===== config.mk =====
export PLATFORM = sky130hd
export DESIGN_NAME = bl_wl_config_driver_flat
export DESIGN_NICKNAME = d
export VERILOG_FILES = /design/src/rtl/bl_wl_config_driver_if.sv /design/src/rtl/bl_wl_config_driver.sv /design/src/flat_wrapper.sv
export SDC_FILE = /design/constraint.sdc
export NUM_CORES = 1
export LEC_CHECK = 0
export BUFFER_PORTS_ARGS = -buffer_cell sky130_fd_sc_hd__buf_2
export CAP_MARGIN = 40
export CORE_MARGIN = 4
export CORE_UTILIZATION = 42
export CTS_BUF_LIST = sky130_fd_sc_hd__clkbuf_4 sky130_fd_sc_hd__clkbuf_8 sky130_fd_sc_hd__clkbuf_16
export CTS_CLUSTER_DIAMETER = 40
export DETAILED_ROUTE_END_ITERATION = 7
export GPL_ROUTABILITY_DRIVEN = 0
export PLACE_DENSITY = 0.65
export SYNTH_ARGS = -nofsm -noshare
export SYNTH_HDL_FRONTEND = slang
export SYNTH_SLANG_ARGS = --single-unit

===== constraint.sdc =====
create_clock -name prog_clk -period 2.9 [get_ports prog_clk]
set_input_delay 0.87 -clock prog_clk [delete_from_list [all_inputs] [get_ports prog_clk]]
set_output_delay 0.87 -clock prog_clk [all_outputs]
set_load 0.01 [all_outputs]

===== src/rtl/bl_wl_config_driver_if.sv =====
// Configuration stream and tile-facing bit-line/word-line bundle for bl_wl_config_driver.
// The driver connects through the slave modport; the bitstream source uses master.
interface bl_wl_config_driver_if #(
    parameter int BL_WIDTH   = 40,
    parameter int WL_WIDTH   = 4,
    parameter int WORD_WIDTH = 8
) ();
    logic                  cfg_start;
    logic [WORD_WIDTH-1:0] cfg_data;
    logic                  cfg_valid;
    logic                  cfg_last;
    logic                  cfg_ready;
    logic [BL_WIDTH-1:0]   bl_out;
    logic [WL_WIDTH-1:0]   wl_out;
    logic                  busy;
    logic                  cfg_done;
    logic                  cfg_error;

    modport master (
        output cfg_start, cfg_data, cfg_valid, cfg_last,
        input  cfg_ready, bl_out, wl_out, busy, cfg_done, cfg_error
    );

    modport slave (
        input  cfg_start, cfg_data, cfg_valid, cfg_last,
        output cfg_ready, bl_out, wl_out, busy, cfg_done, cfg_error
    );
endinterface


===== src/rtl/bl_wl_config_driver.sv =====
// Memory-bank configuration driver: assembles one bit-line row per word line from the
// bitstream, then strobes that word line with setup/hold margins around the pulse.
//
// state | meaning
// IDLE  | after reset, waiting for cfg_start
// LOAD  | accepting words of the current row into bl_out
// SETUP | one cycle of bit-line settle before the strobe
// PULSE | word line of the current row high for WL_PULSE_CYCLES
// HOLD  | one cycle with word line low before bit lines may change
// DONE  | pass complete (cfg_done), cfg_error valid, waiting for cfg_start
module bl_wl_config_driver #(
    parameter int BL_WIDTH        = 40,
    parameter int WL_WIDTH        = 4,
    parameter int WORD_WIDTH      = 8,
    parameter int WL_PULSE_CYCLES = 2
) (
    input logic                  prog_clk,
    input logic                  prog_reset,
    bl_wl_config_driver_if.slave cfg
);
    localparam int WPR    = BL_WIDTH / WORD_WIDTH;
    localparam int ROW_W  = (WL_WIDTH > 1) ? $clog2(WL_WIDTH) : 1;
    localparam int WORD_W = (WPR > 1) ? $clog2(WPR) : 1;
    localparam int PCNT_W = $clog2(WL_PULSE_CYCLES + 1);

    typedef enum logic [2:0] {
        S_IDLE, S_LOAD, S_SETUP, S_PULSE, S_HOLD, S_DONE
    } state_t;

    state_t              state_q, state_d;
    logic [ROW_W-1:0]    row_q, row_d;
    logic [WORD_W-1:0]   word_q, word_d;
    logic [PCNT_W-1:0]   pcnt_q, pcnt_d;
    logic [BL_WIDTH-1:0] bl_q, bl_d;
    logic [WL_WIDTH-1:0] wl_q, wl_d;
    logic                err_q, err_d;

    logic                last_word;
    logic                last_row;
    logic [WL_WIDTH-1:0] wl_onehot;

    assign last_word = (word_q == WORD_W'(WPR - 1));
    assign last_row  = (row_q == ROW_W'(WL_WIDTH - 1));
    assign wl_onehot = WL_WIDTH'(1) << row_q;

    always_ff @(posedge prog_clk or posedge prog_reset) begin
        if (prog_reset) begin
            state_q <= S_IDLE;
            row_q   <= '0;
            word_q  <= '0;
            pcnt_q  <= '0;
            bl_q    <= '0;
            wl_q    <= '0;
            err_q   <= 1'b0;
        end else begin
            state_q <= state_d;
            row_q   <= row_d;
            word_q  <= word_d;
            pcnt_q  <= pcnt_d;
            bl_q    <= bl_d;
            wl_q    <= wl_d;
            err_q   <= err_d;
        end
    end

    always_comb begin
        state_d = state_q;
        row_d   = row_q;
        word_d  = word_q;
        pcnt_d  = pcnt_q;
        bl_d    = bl_q;
        err_d   = err_q;
        wl_d    = '0;
        case (state_q)
            S_IDLE, S_DONE: begin
                if (cfg.cfg_start) begin
                    err_d   = 1'b0;
                    row_d   = '0;
                    word_d  = '0;
                    state_d = S_LOAD;
                end
            end
            S_LOAD: begin
                if (cfg.cfg_valid) begin
                    bl_d[int'(word_q)*WORD_WIDTH +: WORD_WIDTH] = cfg.cfg_data;
                    // An early cfg_last aborts the pass; the partial row is never strobed.
                    if (cfg.cfg_last && !(last_word && last_row)) begin
                        err_d   = 1'b1;
                        word_d  = '0;
                        state_d = S_DONE;
                    end else if (last_word) begin
                        word_d  = '0;
                        state_d = S_SETUP;
                        if (last_row && !cfg.cfg_last) begin
                            err_d = 1'b1;
                        end
                    end else begin
                        word_d = word_q + WORD_W'(1);
                    end
                end
            end
            S_SETUP: begin
                pcnt_d  = PCNT_W'(WL_PULSE_CYCLES - 1);
                wl_d    = wl_onehot;
                state_d = S_PULSE;
            end
            S_PULSE: begin
                if (pcnt_q == '0) begin
                    state_d = S_HOLD;
                end else begin
                    pcnt_d = pcnt_q - PCNT_W'(1);
                    wl_d   = wl_onehot;
                end
            end
            S_HOLD: begin
                if (last_row) begin
                    state_d = S_DONE;
                end else begin
                    row_d   = row_q + ROW_W'(1);
                    state_d = S_LOAD;
                end
            end
            default: state_d = S_IDLE;
        endcase
    end

    assign cfg.cfg_ready = (state_q == S_LOAD);
    assign cfg.busy      = (state_q == S_LOAD) || (state_q == S_SETUP) ||
                           (state_q == S_PULSE) || (state_q == S_HOLD);
    assign cfg.cfg_done  = (state_q == S_DONE);
    assign cfg.cfg_error = err_q;
    assign cfg.bl_out    = bl_q;
    assign cfg.wl_out    = wl_q;
endmodule


===== src/flat_wrapper.sv =====
// flat-port wrapper written by rule: the top's interface ports become plain ports
module bl_wl_config_driver_flat 
#(
    parameter int BL_WIDTH        = 40,
    parameter int WL_WIDTH        = 4,
    parameter int WORD_WIDTH      = 8,
    parameter int WL_PULSE_CYCLES = 2
)
  (prog_clk, prog_reset, cfg_cfg_start, cfg_cfg_data, cfg_cfg_valid, cfg_cfg_last, cfg_cfg_ready, cfg_bl_out, cfg_wl_out, cfg_busy, cfg_cfg_done, cfg_cfg_error);
  bl_wl_config_driver_if #(.BL_WIDTH(BL_WIDTH), .WL_WIDTH(WL_WIDTH), .WORD_WIDTH(WORD_WIDTH)) cfg_i ();
  input logic prog_clk;
  input logic prog_reset;
  input wire logic [$bits(cfg_i.cfg_start)-1:0] cfg_cfg_start;
  input wire logic [$bits(cfg_i.cfg_data)-1:0] cfg_cfg_data;
  input wire logic [$bits(cfg_i.cfg_valid)-1:0] cfg_cfg_valid;
  input wire logic [$bits(cfg_i.cfg_last)-1:0] cfg_cfg_last;
  output wire logic [$bits(cfg_i.cfg_ready)-1:0] cfg_cfg_ready;
  output wire logic [$bits(cfg_i.bl_out)-1:0] cfg_bl_out;
  output wire logic [$bits(cfg_i.wl_out)-1:0] cfg_wl_out;
  output wire logic [$bits(cfg_i.busy)-1:0] cfg_busy;
  output wire logic [$bits(cfg_i.cfg_done)-1:0] cfg_cfg_done;
  output wire logic [$bits(cfg_i.cfg_error)-1:0] cfg_cfg_error;
  assign cfg_i.cfg_start = cfg_cfg_start;
  assign cfg_i.cfg_data = cfg_cfg_data;
  assign cfg_i.cfg_valid = cfg_cfg_valid;
  assign cfg_i.cfg_last = cfg_cfg_last;
  assign cfg_cfg_ready = cfg_i.cfg_ready;
  assign cfg_bl_out = cfg_i.bl_out;
  assign cfg_wl_out = cfg_i.wl_out;
  assign cfg_busy = cfg_i.busy;
  assign cfg_cfg_done = cfg_i.cfg_done;
  assign cfg_cfg_error = cfg_i.cfg_error;
  bl_wl_config_driver #(.BL_WIDTH(BL_WIDTH), .WL_WIDTH(WL_WIDTH), .WORD_WIDTH(WORD_WIDTH), .WL_PULSE_CYCLES(WL_PULSE_CYCLES)) u_core (.prog_clk(prog_clk), .prog_reset(prog_reset), .cfg(cfg_i));
endmodule

==> results of run 1 <==
## layout make-up
cell class / count / area [sq um] / share of cell area [%]
multi-input cells: 121 / 1070 / 35.4
clock inverters: 1 / 8.76 / 0.291
well taps: 72 / 90.1 / 2.99
flip-flops and latches: 55 / 1380 / 45.7
inverters: 12 / 45.0 / 1.49
repair buffers: 65 / 338 / 11.2
clock buffers: 7 / 90.1 / 2.99
## kinds of logic (layout without fill, tap and decap cells)
group                      after synthesis  in the layout
and+or+nand+nor                         46             46
DFF                                     55             55
AOI/OAI and AO/OA                       17             17
buffers and inverters                   19             85
adders and majority gates                9              9
xor gates and xnor gates                 2              2
muxes                                   47             47
## metrics by stage
step	total power [mW]	area (sq um)
3_5_place_dp	2.17	2920
6_report	2.59	3010
4_1_cts	2.62	3010
5_1_grt	2.79	3010
2_1_floorplan	1.84	2520
3_3_place_gp	2.15	2920
## layout by cell type, fill, tap and decap left out, drive strengths merged, types with 2 or more instances in the layout
cell	count
buf	65
nand2b	6
and2	5
mux2i	3
a21oi	4
dfrtp	55
mux2	44
nand3b	2
nor2b	2
and3	2
nor2	7
ha	9
clkbuf	7
nand2	7
nor4	2
nor3	4
inv	12
or3	2
nor4b	3
a211oi	2
## registers in the layout (all words and copies together) (netlist names)
| name | flops |
|---|---|
| u_core.cfg.wl_out | 4 |
| u_core.cfg.cfg_error | 1 |
| u_core.word_q | 3 |
| u_core.cfg.bl_out | 40 |
| u_core.row_q | 2 |
| u_core.pcnt_q | 2 |
| u_core.state_q | 3 |
## layer usage
layer / GRT usage, % / wire length [um] / up-vias
met2: 22.8 / 2380 / 42
met4: 4.75 / 55 / 0
met1: 19.8 / 2390 / 830
li1: - / - / 821
met3: 4.17 / 270 / 6
met5: 0 / 0 / -
## report_power, final
| part | internal, mW | leakage (nW) | switching [mW] |
|---|---|---|---|
| registers | 0.951 | 0.734 | 0.135 |
| clock network | 0.206 | 0.0519 | 0.239 |
| logic | 0.518 | 0.814 | 0.544 |
| total | 1.67 | 1.60 | 0.919 |
## worst min-delay path by stage
stage / start / to / slack, ns / depth (start not counted)
after global placement: u_core.cfg.bl_out[14] / u_core.cfg.bl_out[14] / 0.48 / 1
final: u_core.cfg.bl_out[37] / u_core.cfg.bl_out[37] / 0.51 / 1
after CTS: u_core.cfg.bl_out[37] / u_core.cfg.bl_out[37] / 0.51 / 1
after floorplan: u_core.pcnt_q[1] / u_core.pcnt_q[1] / 0.50 / 1
after global routing: u_core.cfg.bl_out[11] / u_core.cfg.bl_out[11] / 0.52 / 1
after detailed placement: u_core.cfg.bl_out[37] / u_core.cfg.bl_out[37] / 0.49 / 1
==> flow_summary.toml, run 1 <==
[status]
status = "finished clean"

[cts]
cts_buffer_depth = 2
cts_sinks = 55
root_buffer = "clkbuf_8"
cts_tree = "done"
cts_resized = 0
clock_latency_ns = 0.30
cts_buffers = 5
cts_hold_buf = 0
htreeDepth = 2
worst_setup_hold_path_clk_slew_ns = 0.09
post_cts_buffers = 0

[logic_synthesis]
yosysMostFrequentCell = "dfrtp_1"
yosysWarnings = 0
muxShareOfSynthArea_pct = 20.9
synth_area_sq_mm = 0.00252
synth_edf_count = 0
synth_top_family_by_area = "multiplexers"
synth_top_cell_by_area = "dfrtp_1"
synthCells = 195
synthSimpleGateAreaFrac_pct = 11.5
ys_ff_latch = 55
synth_compound_area_share_pct = 4.82
async_flop_share_pct = 100
ys_top_cells_by_count = "dfrtp_1, mux2_2, inv_1, ha_1, nor2_1"
synth-xor-area-share_pct = 0.695
ys_seq_area_share_pct = 54.6
yosysUniqueCellTypes = 42
synthAdderAreaFrac_pct = 4.47
syn_nets = 217
ys_top_cells_by_area = "dfrtp_1, mux2_2, ha_1, inv_1, nand2b_1"
syn_area_per_cell_sq_um = 12.9
yosysTopAreaCellShare_pct = 54.6
synth_ff_type = "dfrtp_1"

[finish]
final_cells = 333
final_util_pct = 53.1
nets = 282
syn_to_final_growth_pct = 19.6
num-fill-cells = 515
n_antenna_cell = 0
layout-drive-gt1-share_pct = 47.1

[worst_setup_path]
cpMaxStageDelayCell = "dfrtp_1"
crit_start = "u_core.word_q[0]"
rrSetupSlack_ns = 0.40
endpoint = "u_core.cfg.bl_out[21]"
crit_required_ns = 3.09
worst-r2r-cell-count = 7
cp.depth = 7
path_max_fanout = 8
path_buf_inv = 1
critPathLaunchType = "flop"
setup.worst_path.class = "reg2reg"
r2r_start = "u_core.word_q[0]"
arrival_ns = 2.69
crit_top_cell = "ha_1"
path_delay_family = "simple AND/OR/NAND/NOR gates"
endpoint_kind = "flop"
reg2reg_to = "u_core.cfg.bl_out[21]"
critPathMaxStageDelay_ns = 0.47
path_cells = "inv_1 -> ha_1 -> ha_1 -> nand2b_1 -> nor4b_4 -> and3_1 -> mux2_2"

[placed_design]
dp_hpwl_mm = 3.82
numPortBuffers = 60
dp_slack_ns = 0.418
dp.cells = 325

[floorplan]
die_h_um = 85.5
die_area_sq_mm = 0.00730
core_sq_mm = 0.00568
die_width_um = 85.5
start_util_pct = 44.4
io_pins = 61
rows = 27

[min_path]
min_path_type = "reg2reg"

[routing]
via_per_inst = 5.10
first_iter_violations = 81
firstDrtPassIters = 4
ant_nets = 0
drc = 0
vias = 1699
wl_per_cell_um = 15.3
wirelength_mm = 5.09

[power]
power_density_mw_per_mm2 = 860
p_leak_nw = 1.60
ir_drop_mv = 0.307

[timing]
skew_ns = 0.00297
hold_violations = 0
rsz0062_at_grt = "no"
period_share_pct = 86.1
whs_ns = 0.505
fin_ws_ns = 0.403
slew_headroom_pct = 66.4
worst_pin_slew_ns = 0.504
fin_tns_setup_ns = 0
fin_crit_ns = 2.50
setup-violations-final = 0
timing.fmax_mhz = 401
slew_viol_final = 0

[global_route]
grt_pass1_vias = 1677
grt_pass1_wl_mm = 8.47
grt_overflow = 0
antenna_found_initial = 0
grt_max_degree = 25
track_usage_pct = 14.7

[run]
cap_violations = 0
Power figures use the tool's default switching activity.
==> inputs of run 2 (changes only) <==
--- a/config.mk
+++ b/config.mk
@@ -7,6 +7,7 @@
 export LEC_CHECK = 0
 export BUFFER_PORTS_ARGS = -buffer_cell sky130_fd_sc_hd__buf_2
 export CAP_MARGIN = 40
+export CORE_ASPECT_RATIO = 0.8
 export CORE_MARGIN = 4
 export CORE_UTILIZATION = 42
 export CTS_BUF_LIST = sky130_fd_sc_hd__clkbuf_4 sky130_fd_sc_hd__clkbuf_8 sky130_fd_sc_hd__clkbuf_16
@@ -14,6 +15,7 @@
 export DETAILED_ROUTE_END_ITERATION = 7
 export GPL_ROUTABILITY_DRIVEN = 0
 export PLACE_DENSITY = 0.65
+export RECOVER_POWER = 25
 export SYNTH_ARGS = -nofsm -noshare
 export SYNTH_HDL_FRONTEND = slang
 export SYNTH_SLANG_ARGS = --single-unit
==> run 2 against run 1 <==
Global-route usage fell by 0.43 points. Sequential power barely moved. Critical path depth did not move. Via count fell by 0.77%. Critical endpoint is now u_core.cfg.bl_out[22]. Largest cell class unchanged. Largest power group is now combinational logic.
==> flow_summary.toml, run 2 (synthesized netlist as in run 1, its figures left out) <==
[status]
status = "finished clean"

[worst_setup_path]
worst-r2r-cell-count = 7
reg2reg_to = "u_core.cfg.bl_out[22]"
rrSetupSlack_ns = 0.44
critPathLaunchType = "flop"
path_max_fanout = 8
crit_required_ns = 3.09
arrival_ns = 2.66
setup.worst_path.class = "reg2reg"
endpoint_kind = "flop"
r2r_start = "u_core.word_q[0]"
crit_start = "u_core.word_q[0]"

[global_route]
track_usage_pct = 14.3
grt_overflow = 0
grt_pass1_wl_mm = 8.19
grt_pass1_vias = 1608
antenna_found_initial = 0
grt_max_degree = 56

[floorplan]
rows = 24
die_area_sq_mm = 0.00731
io_pins = 61
die_h_um = 77.3
die_width_um = 94.6
core_sq_mm = 0.00562
start_util_pct = 44.9

[min_path]
min_path_type = "reg2reg"
worstHoldEndpoint = "u_core.cfg.bl_out[28]"
hold_depth = 1
min_from = "u_core.cfg.bl_out[28]"

[power]
ir_drop_mv = 0.278
p_leak_nw = 1.59
power_density_mw_per_mm2 = 851

[timing]
slew_headroom_pct = 10.9
hold_violations = 0
rsz0062_at_grt = "no"
period_share_pct = 85.0
whs_ns = 0.506
fin_crit_ns = 2.46
skew_ns = 0.00502
setup-violations-final = 0
slew_viol_final = 0
fin_tns_setup_ns = 0
timing.fmax_mhz = 406
worst_pin_slew_ns = 1.34

[cts]
cts_sinks = 55
cts_hold_buf = 0
htreeDepth = 2
root_buffer = "clkbuf_8"
cts_resized = 0
clock_latency_ns = 0.30
post_cts_buffers = 0
worst_setup_hold_path_clk_slew_ns = 0.09
cts_buffers = 5
cts_tree = "done"
cts_buffer_depth = 2

[routing]
drc = 0
via_per_inst = 4.97
first_iter_violations = 65
wirelength_mm = 4.94
firstDrtPassIters = 4
vias = 1686
ant_nets = 0
wl_per_cell_um = 14.6

[finish]
nets = 282
final_common_cell = "buf_2"
largest_reg_flops = 40
syn_to_final_growth_pct = 19.2
n_antenna_cell = 0
layout-drive-gt1-share_pct = 46.4
num-fill-cells = 526
final_util_pct = 53.5
final_cell_mix = "buf_2, dfrtp_1, mux2_2, inv_1, ha_1"

[run]
cap_violations = 0

[placed_design]
numPortBuffers = 60
dp_hpwl_mm = 3.65
-- run 2: final cells by class --
class / count / area (sq um) / area share, %
timing repair buffer: 65 / 332 / 11.0
clock inverter: 3 / 18.8 / 0.625
inverter: 12 / 45.0 / 1.50
clock buffer: 5 / 68.8 / 2.29
tap: 78 / 97.6 / 3.25
sequential: 55 / 1380 / 45.8
multi-input combinational: 121 / 1070 / 35.5
-- run 2: critical path: stages, from the launching register on --
cell and delay, ns:
dfrtp_1 0.46, inv_1 0.11, ha_1 0.23, ha_1 0.30
nand2b_1 0.09, nor4b_4 0.34, and3_1 0.45, mux2_2 0.38
-- run 2: per-stage QoR --
step	area [sq um]	instances	power, mW	setup WS (ns)
after floorplan	2520	195	1.84	0.687
after CTS	3010	339	2.60	0.426
after detailed placement	2920	331	2.18	0.429
final	3000	339	2.56	0.436
after global placement	2920	331	2.16	0.504
after global routing	3000	339	2.77	0.255
-- run 2: layer usage --
metal | global-route usage, % | part of all wire, % | up-vias
met1 | 20.9 | 49 | 826
li1 | - | - | 820
met3 | 3.72 | 4.6 | 4
met4 | 3.89 | 0.99 | 0
met5 | 0 | 0 | -
met2 | 20.8 | 45 | 36
-- run 2: worst max-delay path by stage --
stage                                  endpoint  cells past startpoint
after detailed placement  u_core.cfg.bl_out[17]                      7
final                     u_core.cfg.bl_out[22]                      7
after CTS                 u_core.cfg.bl_out[17]                      7
after global routing      u_core.cfg.bl_out[23]                      7
after global placement    u_core.cfg.bl_out[19]                      7
after floorplan            u_core.cfg.bl_out[0]                      1
-- run 2: report_power, final --
| group | switching [mW] | internal [mW] | total (mW) |
|---|---|---|---|
| Clock | 0.239 | 0.170 | 0.409 |
| Sequential | 0.107 | 0.952 | 1.06 |
| Combinational | 0.571 | 0.519 | 1.09 |
